[config.mk]
export PLATFORM = sky130hd
export DESIGN_NAME = pc_hazard_controller
export DESIGN_NICKNAME = d
export VERILOG_FILES = /design/src/rtl/pc_hazard_controller_pkg.sv /design/src/rtl/pc_hazard_controller_load_use_detect.sv /design/src/rtl/pc_hazard_controller.sv
export SDC_FILE = /design/constraint.sdc
export NUM_CORES = 1
export LEC_CHECK = 0
export CAP_MARGIN = 20
export CORE_MARGIN = 10
export CORE_UTILIZATION = 39
export DETAILED_ROUTE_END_ITERATION = 8
export PLACE_DENSITY = 0.7
export SLEW_MARGIN = 20
export SYNTH_ARGS = -nofsm -noshare
export SYNTH_HDL_FRONTEND = slang
export SYNTH_HIERARCHICAL = 1
export SYNTH_SLANG_ARGS = --single-unit
export TNS_END_PERCENT = 50
[constraint.sdc]
create_clock -name clk -period 1.7 [get_ports clk]
set_input_delay 0.255 -clock clk [delete_from_list [all_inputs] [get_ports clk]]
set_output_delay 0.255 -clock clk [all_outputs]
set_load 0.005 [all_outputs]
[src/rtl/pc_hazard_controller_pkg.sv]
// Shared state encodings, register-address defaults and control-word constants
// for the fetch/pipeline hazard controller.
package pc_hazard_controller_pkg;

  localparam int unsigned REG_AW_DEF = 5;
  localparam int unsigned X0         = 0;

  typedef enum logic [1:0] {
    ST_BOOT     = 2'd0,
    ST_RUN      = 2'd1,
    ST_MEM_WAIT = 2'd2,
    ST_HALT     = 2'd3
  } state_e;

  // One bit per pipeline control output, MSB first.
  typedef struct packed {
    logic pc_sel;
    logic pc_write;
    logic if_id_write;
    logic if_id_flush;
    logic id_ex_write;
    logic id_ex_flush;
    logic ex_mem_write;
  } ctrl_t;

  localparam ctrl_t CTRL_FREEZE    = ctrl_t'(7'b0000000);
  localparam ctrl_t CTRL_BOOT      = ctrl_t'(7'b0001011);
  localparam ctrl_t CTRL_RUN       = ctrl_t'(7'b0110101);
  localparam ctrl_t CTRL_BRANCH    = ctrl_t'(7'b1101011);
  localparam ctrl_t CTRL_BUBBLE    = ctrl_t'(7'b0000011);
  localparam ctrl_t CTRL_HALT      = ctrl_t'(7'b0000011);
  localparam ctrl_t CTRL_HALT_BUSY = ctrl_t'(7'b0000010);

endpackage

[src/rtl/pc_hazard_controller_load_use_detect.sv]
// Combinational load-use hazard detect: a load in EX writes a register the
// instruction in ID reads. Writes to x0 never create a hazard.
module load_use_detect
  import pc_hazard_controller_pkg::*;
#(
  parameter int unsigned REG_AW = REG_AW_DEF
) (
  input  logic [REG_AW-1:0] i_id_rs1,
  input  logic [REG_AW-1:0] i_id_rs2,
  input  logic [REG_AW-1:0] i_ex_rd,
  input  logic              i_ex_mem_read,
  output logic              o_load_use
);

  logic w_rd_nonzero;
  logic w_rd_match;

  assign w_rd_nonzero = (i_ex_rd != REG_AW'(X0));
  assign w_rd_match   = (i_ex_rd == i_id_rs1) | (i_ex_rd == i_id_rs2);
  assign o_load_use   = i_ex_mem_read & w_rd_nonzero & w_rd_match;

endmodule

[src/rtl/pc_hazard_controller.sv]
// PC sequencing and pipeline-register enable/flush control for the 5-stage core.
// Optional performance counters are built when PC_HAZ_PERF_CNT_EN is defined.
module pc_hazard_controller
  import pc_hazard_controller_pkg::*;
#(
  parameter int unsigned MAX_STALL = 256,
  parameter int unsigned REG_AW    = REG_AW_DEF
) (
  input  logic              clk,
  input  logic              rst_n,
  input  logic [REG_AW-1:0] id_rs1,
  input  logic [REG_AW-1:0] id_rs2,
  input  logic [REG_AW-1:0] ex_rd,
  input  logic              ex_mem_read,
  input  logic              branch_taken_ex,
  input  logic              mem_busy,
  input  logic              halt_req,
  output logic              pc_sel,
  output logic              pc_write,
  output logic              if_id_write,
  output logic              if_id_flush,
  output logic              id_ex_write,
  output logic              id_ex_flush,
  output logic              ex_mem_write,
  output logic              halted,
  output logic              timeout_err
`ifdef PC_HAZ_PERF_CNT_EN
  ,
  output logic [31:0]       perf_stall_cyc,
  output logic [31:0]       perf_flush_cnt,
  output logic [31:0]       perf_lu_cnt
`endif
);

  localparam int unsigned         CNT_W     = $clog2(MAX_STALL + 1);
  localparam logic [CNT_W-1:0]    STALL_MAX = CNT_W'(MAX_STALL);

  state_e           r_state;
  state_e           w_state_nxt;
  logic [CNT_W-1:0] r_stall_cnt;
  logic             r_timeout_err;
  ctrl_t            w_ctrl;
  logic             w_load_use;
  logic             w_run;
  logic             w_run_busy;
  logic             w_run_branch;
  logic             w_run_lu;
  logic             w_run_halt;

  load_use_detect #(
    .REG_AW (REG_AW)
  ) u_load_use_detect (
    .i_id_rs1      (id_rs1),
    .i_id_rs2      (id_rs2),
    .i_ex_rd       (ex_rd),
    .i_ex_mem_read (ex_mem_read),
    .o_load_use    (w_load_use)
  );

  // RUN-state priority decode: busy > branch > load-use > halt.
  assign w_run        = (r_state == ST_RUN);
  assign w_run_busy   = w_run & mem_busy;
  assign w_run_branch = w_run & ~mem_busy & branch_taken_ex;
  assign w_run_lu     = w_run & ~mem_busy & ~branch_taken_ex & w_load_use;
  assign w_run_halt   = w_run & ~mem_busy & ~branch_taken_ex & ~w_load_use & halt_req;

  always_ff @(posedge clk or negedge rst_n) begin
    if (!rst_n) begin
      r_state <= ST_BOOT;
    end else begin
      r_state <= w_state_nxt;
    end
  end

  always_comb begin
    w_state_nxt = r_state;
    unique case (r_state)
      ST_BOOT:     w_state_nxt = ST_RUN;
      ST_RUN: begin
        if (w_run_busy) begin
          w_state_nxt = ST_MEM_WAIT;
        end else if (w_run_halt) begin
          w_state_nxt = ST_HALT;
        end
      end
      ST_MEM_WAIT: if (!mem_busy) w_state_nxt = ST_RUN;
      ST_HALT:     w_state_nxt = ST_HALT;
    endcase
  end

  always_comb begin
    w_ctrl = CTRL_FREEZE;
    unique case (r_state)
      ST_BOOT:     w_ctrl = CTRL_BOOT;
      ST_RUN: begin
        if (w_run_busy) begin
          w_ctrl = CTRL_FREEZE;
        end else if (w_run_branch) begin
          w_ctrl = CTRL_BRANCH;
        end else if (w_run_lu || w_run_halt) begin
          w_ctrl = CTRL_BUBBLE;
        end else begin
          w_ctrl = CTRL_RUN;
        end
      end
      ST_MEM_WAIT: w_ctrl = CTRL_FREEZE;
      ST_HALT:     w_ctrl = mem_busy ? CTRL_HALT_BUSY : CTRL_HALT;
    endcase
  end

  assign pc_sel       = w_ctrl.pc_sel & w_ctrl.pc_write;
  assign pc_write     = w_ctrl.pc_write;
  assign if_id_write  = w_ctrl.if_id_write;
  assign if_id_flush  = w_ctrl.if_id_flush;
  assign id_ex_write  = w_ctrl.id_ex_write;
  assign id_ex_flush  = w_ctrl.id_ex_flush;
  assign ex_mem_write = w_ctrl.ex_mem_write;
  assign halted       = (r_state == ST_HALT);
  assign timeout_err  = r_timeout_err;

  // Saturating wait counter; cleared on the cycle memory becomes ready.
  always_ff @(posedge clk or negedge rst_n) begin
    if (!rst_n) begin
      r_stall_cnt <= '0;
    end else if (r_state != ST_MEM_WAIT || !mem_busy) begin
      r_stall_cnt <= '0;
    end else if (r_stall_cnt != STALL_MAX) begin
      r_stall_cnt <= r_stall_cnt + CNT_W'(1);
    end
  end

  always_ff @(posedge clk or negedge rst_n) begin
    if (!rst_n) begin
      r_timeout_err <= 1'b0;
    end else if (r_state == ST_MEM_WAIT && r_stall_cnt == STALL_MAX) begin
      r_timeout_err <= 1'b1;
    end
  end

`ifdef PC_HAZ_PERF_CNT_EN
  logic [31:0] r_perf_stall_cyc;
  logic [31:0] r_perf_flush_cnt;
  logic [31:0] r_perf_lu_cnt;

  // Stall cycles include the RUN cycle that first sees mem_busy.
  always_ff @(posedge clk or negedge rst_n) begin
    if (!rst_n) begin
      r_perf_stall_cyc <= '0;
      r_perf_flush_cnt <= '0;
      r_perf_lu_cnt    <= '0;
    end else begin
      if (w_run_busy || r_state == ST_MEM_WAIT) r_perf_stall_cyc <= r_perf_stall_cyc + 32'd1;
      if (w_run_branch) r_perf_flush_cnt <= r_perf_flush_cnt + 32'd1;
      if (w_run_lu)     r_perf_lu_cnt    <= r_perf_lu_cnt + 32'd1;
    end
  end

  assign perf_stall_cyc = r_perf_stall_cyc;
  assign perf_flush_cnt = r_perf_flush_cnt;
  assign perf_lu_cnt    = r_perf_lu_cnt;
`endif

endmodule

# Yosys cells after proc, flatten, opt, wreduce, memory -nomap -nowiden
# Index checks and enable logic that the tools add are counted.
[classes] n_addsub=1 eq_ne=10 n_mux=11 bitwise=14 n_reduce_logical=8
[ops] op="7-bit one-hot mux with 4 select lines" count=1
[ops] op="9-bit two-way mux" count=2
[ops] op="7-bit two-way mux" count=2
[ops] op="1-bit AND" count=10
[ops] op="5-bit == test" count=2
[ops] op="9-bit by 1-bit adder with 9-bit output, second input constant" count=1
[ops] op="9-bit == test, second input constant" count=1
[ops] op="9-bit != test, second input constant" count=1
[ops] op="2-bit one-hot mux with 4 select lines" count=1
[ops] op="2-bit two-way mux" count=3
[ops] op="6-bit two-way mux" count=1
[ops] op="5-bit nonzero test" count=1
[ops] op="2-bit == test, second input constant" count=2
[ops] op="2-bit != test, second input constant" count=2
[ops] op="3-bit by 1-bit != test with 1-bit output, second input constant" count=1
[ops] op="1-bit NOT" count=3
[ops] op="2-bit by 1-bit == test with 1-bit output, second input constant" count=1
[ops] op="2-bit logical NOT" count=1
[ops] op="1-bit logical OR" count=2
[ops] op="2-bit AND reduction" count=1
[ops] op="2-bit nonzero test" count=1
[ops] op="1-bit logical AND" count=1
[ops] op="1-bit logical NOT" count=1
[ops] op="1-bit two-way mux" count=1
[ops] op="1-bit bitwise OR" count=1
[word_totals] register_bits=12 inputBits=21 output_inout_bits=9

# Longest topological paths before layout
# Gate-level depths: netlist (run 1).
[depth] ltp_word=12 ltp_mapped=7 ltp_nobuf=7

# Hierarchy
# Netlist (run 1), hierarchy kept.
[by_module_without_submodules] mod="pc_hazard_controller" n_inst=1 cells_each=77 area_per_inst_um2=713.2
[by_module_without_submodules] mod="load_use_detect" n_inst=1 cells_each=17 area_per_inst_um2=125.1

# Worst setup path before layout (run 1)
# No wires, ideal clock.
[synth_timing] path_kind="input to output" from="input ex_rd[1]" to="output if_id_write" arrival_ns=1.433 path_slack_ns=0.012 path_stages=6 path_cell_list="or4_1 o21ai_1 a21oi_1 nor3_1 and2_1 buf_4"
[synth_via] elab_chain_cells=11 word_cells_on_any_way=15 classes_between="2 x eq/ne; 4 x mux; 7 x bitwise; 2 x reduce/logical"
[synth_lines] element="from (decl)" line_no="pc_hazard_controller.sv:13" text="input logic [REG_AW-1:0] ex_rd,"
[synth_lines] element="5-bit == test / 5-bit nonzero test (equally long branches)" line_no="pc_hazard_controller_load_use_detect.sv:19, pc_hazard_controller_load_use_detect.sv:18"
[synth_lines] element="1-bit bitwise OR / 1-bit AND (equally long branches)" line_no="pc_hazard_controller_load_use_detect.sv:19, pc_hazard_controller_load_use_detect.sv:20"
[synth_lines] element="1-bit AND *" line_no="pc_hazard_controller_load_use_detect.sv:20" text="assign o_load_use = i_ex_mem_read & w_rd_nonzero & w_rd_match;"
[synth_lines] element="net w_load_use" line_no="pc_hazard_controller.sv:43" text="logic w_load_use;"
[synth_lines] element="1-bit NOT" line_no="pc_hazard_controller.sv:65" text="assign w_run_halt = w_run & ~mem_busy & ~branch_taken_ex & ~w_load_use & halt_req;"
[synth_lines] element="1-bit AND (2 in series)" line_no="pc_hazard_controller.sv:65"
[synth_lines] element="1-bit logical OR *" line_no="pc_hazard_controller.sv:100" text="end else if (w_run_lu || w_run_halt) begin"
[synth_lines] element="6-bit two-way mux *" line_no="pc_hazard_controller.sv:100"
[synth_lines] element="7-bit two-way mux *" line_no="pc_hazard_controller.sv:98" text="end else if (w_run_branch) begin"
[synth_lines] element="7-bit two-way mux *" line_no="pc_hazard_controller.sv:96" text="if (w_run_busy) begin"
[synth_lines] element="7-bit one-hot mux with 4 select lines *" line_no="pc_hazard_controller.sv:93" text="unique case (r_state)"
[synth_lines] element="to (decl)" line_no="pc_hazard_controller.sv:20" text="output logic if_id_write,"
# The timed path passes the listed nets; every way through them passes the cells marked *.

# Final worst setup path (run 1)
[layout_timing] from="input ex_rd[1]" to="output id_ex_flush"
[layout_via] elab_chain_cells=11 word_cells_on_any_way=15 classes_between="2 x eq/ne; 4 x mux; 7 x bitwise; 2 x reduce/logical"
[layout_lines] element="5-bit == test / 5-bit nonzero test (equally long branches)" line_no="pc_hazard_controller_load_use_detect.sv:19, pc_hazard_controller_load_use_detect.sv:18"
[layout_lines] element="1-bit bitwise OR / 1-bit AND (equally long branches)" line_no="pc_hazard_controller_load_use_detect.sv:19, pc_hazard_controller_load_use_detect.sv:20"
[layout_lines] element="1-bit AND *" line_no="pc_hazard_controller_load_use_detect.sv:20"
[layout_lines] element="net w_load_use" line_no="pc_hazard_controller.sv:43"
[layout_lines] element="1-bit NOT" line_no="pc_hazard_controller.sv:65"
[layout_lines] element="1-bit AND (2 in series)" line_no="pc_hazard_controller.sv:65"
[layout_lines] element="1-bit logical OR *" line_no="pc_hazard_controller.sv:100"
[layout_lines] element="6-bit two-way mux *" line_no="pc_hazard_controller.sv:100"
[layout_lines] element="7-bit two-way mux *" line_no="pc_hazard_controller.sv:98"
[layout_lines] element="7-bit two-way mux *" line_no="pc_hazard_controller.sv:96"
[layout_lines] element="7-bit one-hot mux with 4 select lines *" line_no="pc_hazard_controller.sv:93"
[layout_lines] element="to (decl)" line_no="pc_hazard_controller.sv:23" text="output logic id_ex_flush,"
# Marks and branches as above.

==> results.toml, run 1 <==
[yosys]
ys_ff_latch = 12
syn_area_um2 = 838
synth_warnings = 6
synthTopCellsByArea = "dfrtp_1, xor2_1, a21oi_1"
yosys.cell_types.count = 30
synth_area_per_cell_um2 = 8.92
seq_area_frac_synth_pct = 35.8
yosys.area.top_type = "dfrtp_1"
synth_top_cell_area_share_pct = 35.8
synth_ff_type = "dfrtp_1"
synth_edf_count = 0
synthCells = 94
synth_nets = 117
postSynth.asyncResetShare_pct = 100

[clock_tree]
worstSkewPairLatency_ns = 0.28
cts_tree = "done"
clockBufferDepth = 2
cts_buffers = 3
cts_max_level = 1
numClockSinks = 12
root_buffer = "clkbuf_4"
ctsHoldBuffers = 0
clkTransAtPathRegs_ns = 0.08

[setup_path]
end_kind = "output pin"
critPathLaunchType = "input pin"
worstSetupPathType = "in2out"
cp.arrival_ns = 1.55
crit_family = "simple AND/OR/NAND/NOR gates"
critPathSlowestCell = "or4_4"
required_ns = 1.44
path_buf_inv = 2
worstPathMaxFanout = 2
crit_path_max_incr_delay_ns = 0.52
path_cells = "buf_6 > or4_4 > o21ai_2 > a21oi_2 > nor3_2 > o21a_1 > nor2_1 > buf_2"

[run_status]
violations = "negative setup slack"
status = "finished, violations left"

[global_routing]
grt_pass1_wl_mm = 3.90
antenna_found_initial = 0
grt_use_total_pct = 11.3
grt_overflow = 0
grt_max_degree = 13
grt_pass1_vias = 857

[placement]
place.detailed.hpwl_mm = 1.88
io_buffers = 29
place_ws_ns = -0.877
globalplace.congestion = 0.868

[finish]
nNetsFinal = 161
final_common_cell = "dfrtp_1"
antennaDiodeCount = 0
area_growth_pct = 51.8
layout_common_cells = "dfrtp_1, buf_4, a21oi_1"
layout-drive-gt1-share_pct = 32.8

[timing]
setup_viol = 4
maxSlewViolCount = 0
fmax_mhz = 555
fin_crit_ns = 1.80
worst_slack_ns = -0.101
tightest_slew_ns = 0.545
relSlewSlack_pct = 63.5
fin_crit_sh_pct = 106
skew_ns = 0.00821
hold_viol_final = 0
rsz0062_at_grt = "yes"

[floorplanning]
start_util_pct = 41.9
die_w_um = 66.4
die_height_um = 66.4
pin_count = 30
dieArea_mm2 = 0.00440
coreArea_mm2 = 0.00200
rows = 16

[pwr]
power_density_mw_per_mm2 = 575
total_power_uw = 731
p_leak_nw = 0.553
vdd_drop_max_v = 0.000479

[worst_hold_path]
worst_hold_path_type = "in2async"

[drt]
wl_per_cell_um = 14.5
drt_wl_total_mm = 2.38
ant_nets = 0
drc = 0
dr.pass1.iters = 4
vias_per_cell = 5.17
drtIter0Drc = 20
num_vias = 848

[run]
maxCapViolCount = 0
==> Yosys cell counts, types with 2 or more instances <==
cell type,n
a21oi_1,10
o21ai_0,6
and2_1,3
or3_1,5
dfrtp_1,12
xnor2_1,4
ha_1,2
inv_1,3
xor2_1,8
o21a_1,2
nor2_1,6
nor3_1,5
nand2_1,2
nand3_1,8
nor2b_1,3
==> sequential cells by signal, indices dropped and copies added, names as in the netlist <==
signal       cells
r_stall_cnt      9
r_state          2
timeout_err      1
==> metrics by stage <==
stage                     area [um^2]  hold WS, ns  utilization, %  TNS [ns]  std cells
after floorplan                   838      -0.0406               -         0         94
after global placement           1230        0.441            61.6     -3.99        159
after detailed placement         1230        0.452            61.6     -4.16        159
after CTS                        1240        0.345            62.1    -0.297        163
after global routing             1270        0.358            63.6    -0.661        164
final                            1270        0.325            63.6    -0.308        164
==> final timing paths <==
path / start / to / slack [ns] / depth (start not counted)
max: ex_rd[1] / id_ex_flush / -0.10 / 8
min: rst_n / r_stall_cnt[7] / 0.32 / 1
max reg2reg: r_stall_cnt[6] / r_stall_cnt[1] / 0.33 / 3
min reg2reg: timeout_err / timeout_err / 0.47 / 1
max in group asynchronous: rst_n / r_stall_cnt[4] / 1.01 / 1
min in group clk: timeout_err / timeout_err / 0.47 / 1
==> power breakdown <==
part	internal (mW)	switching, mW	total (mW)
combinational	0.115	0.0866	0.202
clock	0.130	0.100	0.231
sequential	0.293	0.00592	0.299
==> per-layer routing <==
layer / global-route usage (%) / share of wire (%) / vias to the layer above
met3: 4.41 / 5.2 / 2
met4: 2.36 / 0.38 / 0
met2: 20.5 / 53 / 18
met5: 0 / 0 / -
met1: 12.0 / 42 / 408
li1: - / - / 420
==> what timing repair did <==
| action | CTS | global route |
|---|---|---|
| pin swaps | 15 | 14 |
| setup endpoints to repair | 8 | 7 |
| resized for setup | 61 | 17 |
| buffers inserted | 0 | 1 |
==> kinds of logic (layout without fill, tap and decap cells) <==
| kind of cell | Yosys count | after routing | share of synthesized area, % |
|---|---|---|---|
| XOR/XNOR | 12 | 12 | 12.5 |
| AO/OA/AOI/OAI | 22 | 22 | 14.5 |
| AND/OR/NAND/NOR | 41 | 41 | 31.3 |
| flip-flops | 12 | 12 | 35.8 |
| buffers and inverters | 5 | 48 | 2.84 |
| adder cells (fa/ha/maj) | 2 | 2 | 2.98 |
==> cell type report <==
type / instances / area, um^2
Inverter: 3 / 11.3
Multi-Input combinational cell: 77 / 558
Sequential cell: 12 / 300
Fill cell: 186 / 729
Timing Repair Buffer: 41 / 333
Clock buffer: 4 / 36.3
Tap cell: 27 / 33.8
(Power assumes the default switching activity.)
==> inputs of run 2 (changes only) <==
--- a/config.mk
+++ b/config.mk
@@ -8,9 +8,9 @@
 export CAP_MARGIN = 20
 export CORE_MARGIN = 10
 export CORE_UTILIZATION = 39
+export CTS_CLUSTER_DIAMETER = 200
 export DETAILED_ROUTE_END_ITERATION = 8
 export PLACE_DENSITY = 0.7
-export SLEW_MARGIN = 20
 export SYNTH_ARGS = -nofsm -noshare
 export SYNTH_HDL_FRONTEND = slang
 export SYNTH_HIERARCHICAL = 1
==> constraint.sdc (replaced) <==
create_clock -name clk -period 2.15 [get_ports clk]
set_input_delay 0.3225 -clock clk [delete_from_list [all_inputs] [get_ports clk]]
set_output_delay 0.3225 -clock clk [all_outputs]
set_load 0.005 [all_outputs]
==> run 2 against run 1 <==
The flow now finishes without violations. Total power shrank 22%. Wire length shrank 4.3%. Sequential power shrank 21%. Combinational power shrank 27%. Clock skew shrank 0.0036 ns. Core utilization shrank 2.2 points. Die area is the same. Worst hold slack gained 0.051 ns. Design area shrank 3.5%. Clock-buffer cell count is the same. Largest power group unchanged. Highest routed layer unchanged.
==> results.toml, run 2 (same netlist as run 1, synthesis figures left out) <==
[run]
maxCapViolCount = 0

[placement]
io_buffers = 29
globalplace.congestion = 0.830
place.detailed.hpwl_mm = 1.86

[pwr]
power_density_mw_per_mm2 = 467
seqPwrFrac_pct = 41.4
vdd_drop_max_v = 0.000399
p_int_uw = 419
power_frac_comb_pct = 25.8
clock_power_share_pct = 32.8
p_sw_uw = 154
total_power_uw = 573
p_sw_share_pct = 26.8
p_leak_nw = 0.538

[clock_tree]
cts_buffers = 3
worstSkewPairLatency_ns = 0.28
cts_max_level = 1
ctsHoldBuffers = 0
clkTransAtPathRegs_ns = 0.08
numClockSinks = 12
cts_tree = "done"
root_buffer = "clkbuf_4"
clockBufferDepth = 2

[run_status]
status = "finished, final reports clean"

[floorplanning]
die_height_um = 66.4
rows = 16
dieArea_mm2 = 0.00440
pin_count = 30
coreArea_mm2 = 0.00200
start_util_pct = 41.9
die_w_um = 66.4

[setup_path]
critPathLaunchType = "input pin"
worstSetupPathType = "in2out"
cp.arrival_ns = 1.74
r2r_cells = 3
worstPathMaxFanout = 2
path_depth = 8
critPathSlowestCell = "or4_4"
path_cells = "dlygate4sd2_1 > or4_4 > o21ai_2 > a21oi_2 > nor3_2 > o21a_1 > nor2_1 > buf_2"
crit_family = "simple AND/OR/NAND/NOR gates"
crit_path_max_incr_delay_ns = 0.51
required_ns = 1.83
end_kind = "output pin"
path_buf_inv = 2

[finish]
utilization_pct = 61.3
layout-drive-gt1-share_pct = 22.0
top_register = "r_stall_cnt"
largest_reg_flops = 9
nNetsFinal = 156
area_growth_pct = 46.4
antennaDiodeCount = 0
final_common_cell = "clkdlybuf4s50_1"
layout_common_cells = "clkdlybuf4s50_1, dfrtp_1, a21oi_1"

[global_routing]
grt_max_degree = 13
grt_pass1_wl_mm = 3.80
grt_use_total_pct = 10.8
grt_overflow = 0
antenna_found_initial = 0
grt_pass1_vias = 860

[drt]
dr.pass1.iters = 2
wl_per_cell_um = 14.3
drt_wl_total_mm = 2.27
num_vias = 817
vias_per_cell = 5.14
ant_nets = 0
drtIter0Drc = 5
drc = 0

[timing]
maxSlewViolCount = 0
setup_viol = 0
fmax_mhz = 485
tightest_slew_ns = 0.517
fin_crit_sh_pct = 95.9
relSlewSlack_pct = 65.4
fin_crit_ns = 2.06
rsz0062_at_grt = "yes"
skew_ns = 0.00463
hold_viol_final = 0

[worst_hold_path]
worst_hold_path_type = "in2async"
[run 2: routing by layer]
layer	share of wire, %	GRT usage, %
met5	0	0
met2	53	19.7
met3	5.1	4.58
met1	41	11.2
met4	0.57	1.57
[run 2: final timing paths]
kind	startpoint	endpoint	slack [ns]
min	rst_n	r_stall_cnt[1]	0.38
max reg2reg	r_stall_cnt[5]	r_stall_cnt[1]	0.78
max	ex_rd[1]	id_ex_flush	0.09
min in group clk	timeout_err	timeout_err	0.47
min reg2reg	timeout_err	timeout_err	0.47
max in group asynchronous	rst_n	r_stall_cnt[3]	1.43
[run 2: area by class of cell]
cell class | count | area [um^2]
Inverter | 3 | 11.3
Clock buffer | 4 | 36.3
Tap cell | 27 | 33.8
Multi-Input combinational cell | 77 | 533
Fill cell | 198 | 774
Timing Repair Buffer | 36 | 313
Sequential cell | 12 | 300
[run 2: through the flow]
step                setup WS (ns)  area [um^2]  instances  hold WS [ns]  TNS, ns
CTS                       0.00262         1230        159         0.394        0
global placement           -0.511         1190        154         0.439    -2.00
floorplan                   0.327          838         94        0.0269        0
detailed placement         -0.588         1190        154         0.450    -2.22
finish                     0.0882         1230        159         0.375        0
global route              -0.0144         1230        159         0.414  -0.0350
[run 2: power by group through the flow]
stage | clock, mW | sequential (mW) | combinational [mW]
6_report | 0.188 | 0.237 | 0.148
2_1_floorplan | 0 | 0.244 | 0.0533
3_3_place_gp | 0 | 0.243 | 0.151
3_5_place_dp | 0 | 0.244 | 0.152
4_1_cts | 0.187 | 0.237 | 0.152
5_1_grt | 0.199 | 0.238 | 0.163
[run 2: repair_timing]
| action | 4_1_cts | 5_1_grt |
|---|---|---|
| gates resized for setup | 27 | 11 |
| setup buffers | 1 | 0 |
| endpoints found under the setup margin | 5 | 5 |
| pin swaps | 10 | 8 |
==> inputs of run 3 (changes only) <==
--- a/config.mk
+++ b/config.mk
@@ -7,10 +7,10 @@
 export LEC_CHECK = 0
 export CAP_MARGIN = 20
 export CORE_MARGIN = 10
-export CORE_UTILIZATION = 39
+export CORE_UTILIZATION = 40
 export CTS_CLUSTER_DIAMETER = 200
 export DETAILED_ROUTE_END_ITERATION = 8
-export PLACE_DENSITY = 0.7
+export PLACE_DENSITY = 0.72
 export SYNTH_ARGS = -nofsm -noshare
 export SYNTH_HDL_FRONTEND = slang
 export SYNTH_HIERARCHICAL = 1
==> run 3 against run 2 <==
Design area grew 4.1%. Critical endpoint unchanged. Combinational power grew 5%. Register-to-register slack is essentially flat. Maximum frequency shrank 1.2%. Largest cell class unchanged.
==> results.toml, run 3 (same netlist as run 1, synthesis figures left out) <==
[setup_path]
required_ns = 1.83
end_kind = "output pin"
critPathLaunchType = "input pin"
cp.arrival_ns = 1.76
worstPathMaxFanout = 2
worstSetupPathType = "in2out"

[drt]
num_vias = 848
vias_per_cell = 5.23
ant_nets = 0
drt_wl_total_mm = 2.35
drc = 0
dr.pass1.iters = 4
drtIter0Drc = 9
wl_per_cell_um = 14.5

[pwr]
p_sw_share_pct = 27.1
p_leak_nw = 0.562
power_frac_comb_pct = 26.7
p_int_uw = 422
clock_power_share_pct = 31.8
vdd_drop_max_v = 0.000366
seqPwrFrac_pct = 41.5
p_sw_uw = 157
power_density_mw_per_mm2 = 453

[finish]
largest_reg_flops = 9
nNetsFinal = 159
regArea_um2 = 302
final_cells = 162
multiInputGateArea_um2 = 562
layout-drive-gt1-share_pct = 30.4
nFillCells = 173
area_growth_pct = 52.4
final_common_cell = "dfrtp_1"
layout_common_cells = "dfrtp_1, clkdlybuf4s50_1, a21oi_1, buf_4, nand3_1"
fin_area_mm2 = 0.00128
top_register = "r_stall_cnt"
antennaDiodeCount = 0

[run_status]
status = "finished, final reports clean"

[timing]
setup_viol = 0
relSlewSlack_pct = 64.6
fin_crit_sh_pct = 97.0
maxSlewViolCount = 0
fin_crit_ns = 2.09
worst_slack_ns = 0.0638
hold_viol_final = 0
tightest_slew_ns = 0.530
fmax_mhz = 479
skew_ns = 0.000716
rsz0062_at_grt = "yes"

[floorplanning]
pin_count = 30
coreArea_mm2 = 0.00198
die_height_um = 65.8
rows = 16
die_w_um = 65.8
dieArea_mm2 = 0.00433
start_util_pct = 42.3

[clock_tree]
cts_buffers = 3
clkTransAtPathRegs_ns = 0.08
root_buffer = "clkbuf_4"
numClockSinks = 12
worstSkewPairLatency_ns = 0.28
cts_max_level = 1
clockBufferDepth = 2
cts_tree = "done"
ctsHoldBuffers = 0

[placement]
place_ws_ns = -0.638
postPlaceCellArea_mm2 = 0.00120
post-place-cells = 155
io_buffers = 29
place.detailed.hpwl_mm = 1.79
globalplace.congestion = 0.781

[global_routing]
grt_overflow = 0
grt_use_total_pct = 11.2
grt_pass1_vias = 913
grt_max_degree = 13
antenna_found_initial = 0
grt_pass1_wl_mm = 3.99

[run]
maxCapViolCount = 0

[worst_hold_path]
worst_hold_path_type = "in2async"
run 3: cell types whose count changed in the layout (fill, tap and decap cells not counted), moves of 2 or more:
cell | previous run | this run
clkbuf_2 | 3 | 6
dlygate4sd2_1 | 4 | 2
buf_4 | 7 | 9
clkdlybuf4s50_1 | 14 | 10
clkdlybuf4s15_1 | 0 | 3
buf_6 | 0 | 2
nor3_1 | 4 | 2
run 3: power by group through the flow:
stage          Sequential (mW)  Clock [mW]  Combinational [mW]
5_1_grt                  0.241       0.197               0.171
3_5_place_dp             0.244           0               0.154
3_3_place_gp             0.243           0               0.153
2_1_floorplan            0.244           0              0.0533
4_1_cts                  0.239       0.187               0.154
6_report                 0.240       0.184               0.155
run 3: layer usage:
layer	wire length, um	GRT usage [%]
met1	974	12.6
met4	20	2.41
met5	0	0
met3	213	5.08
met2	1140	18.7
run 3: repair_timing:
| item | 4_1_cts | 5_1_grt |
|---|---|---|
| gates cloned | 0 | 0 |
| resized for setup | 41 | 19 |
| pin swaps | 10 | 17 |
| setup buffers | 2 | 1 |
| setup endpoints to repair | 5 | 5 |
run 3: worst paths after layout:
path / from / end / slack, ns / cells after the start
max reg2reg: r_stall_cnt[5] / r_stall_cnt[1] / 0.78 / 3
min reg2reg: timeout_err / timeout_err / 0.47 / 1
max: ex_rd[4] / id_ex_flush / 0.06 / 9
min: rst_n / r_stall_cnt[5] / 0.39 / 1
max in group asynchronous: rst_n / r_state[0] / 1.38 / 1
min in group clk: timeout_err / timeout_err / 0.47 / 1
run 3: worst max-delay path, cell delays in order:
cell and delay, ns:
buf_6 0.10, or4_4 0.52, o21ai_2 0.15, a21oi_2 0.05, buf_4 0.15, nor3_4 0.17, o21a_1 0.13, nor2_1 0.04
buf_2 0.13
run 3: final cells by class:
| type | instances | area share [%] |
|---|---|---|
| Sequential cell | 12 | 23.6 |
| Clock buffer | 4 | 2.84 |
| Timing Repair Buffer | 39 | 26.1 |
| Multi-Input combinational cell | 77 | 44.0 |
| Inverter | 3 | 0.881 |
| Tap cell | 27 | 2.64 |
run 3: metrics by stage:
step | hold WS (ns) | utilization [%] | TNS, ns | total power, mW
floorplan | 0.0269 | - | 0 | 0.298
global placement | 0.442 | 60.7 | -2.06 | 0.396
detailed placement | 0.447 | 60.7 | -2.24 | 0.397
CTS | 0.406 | 63.8 | 0 | 0.580
global route | 0.434 | 64.5 | -0.0334 | 0.609
finish | 0.387 | 64.5 | 0 | 0.579
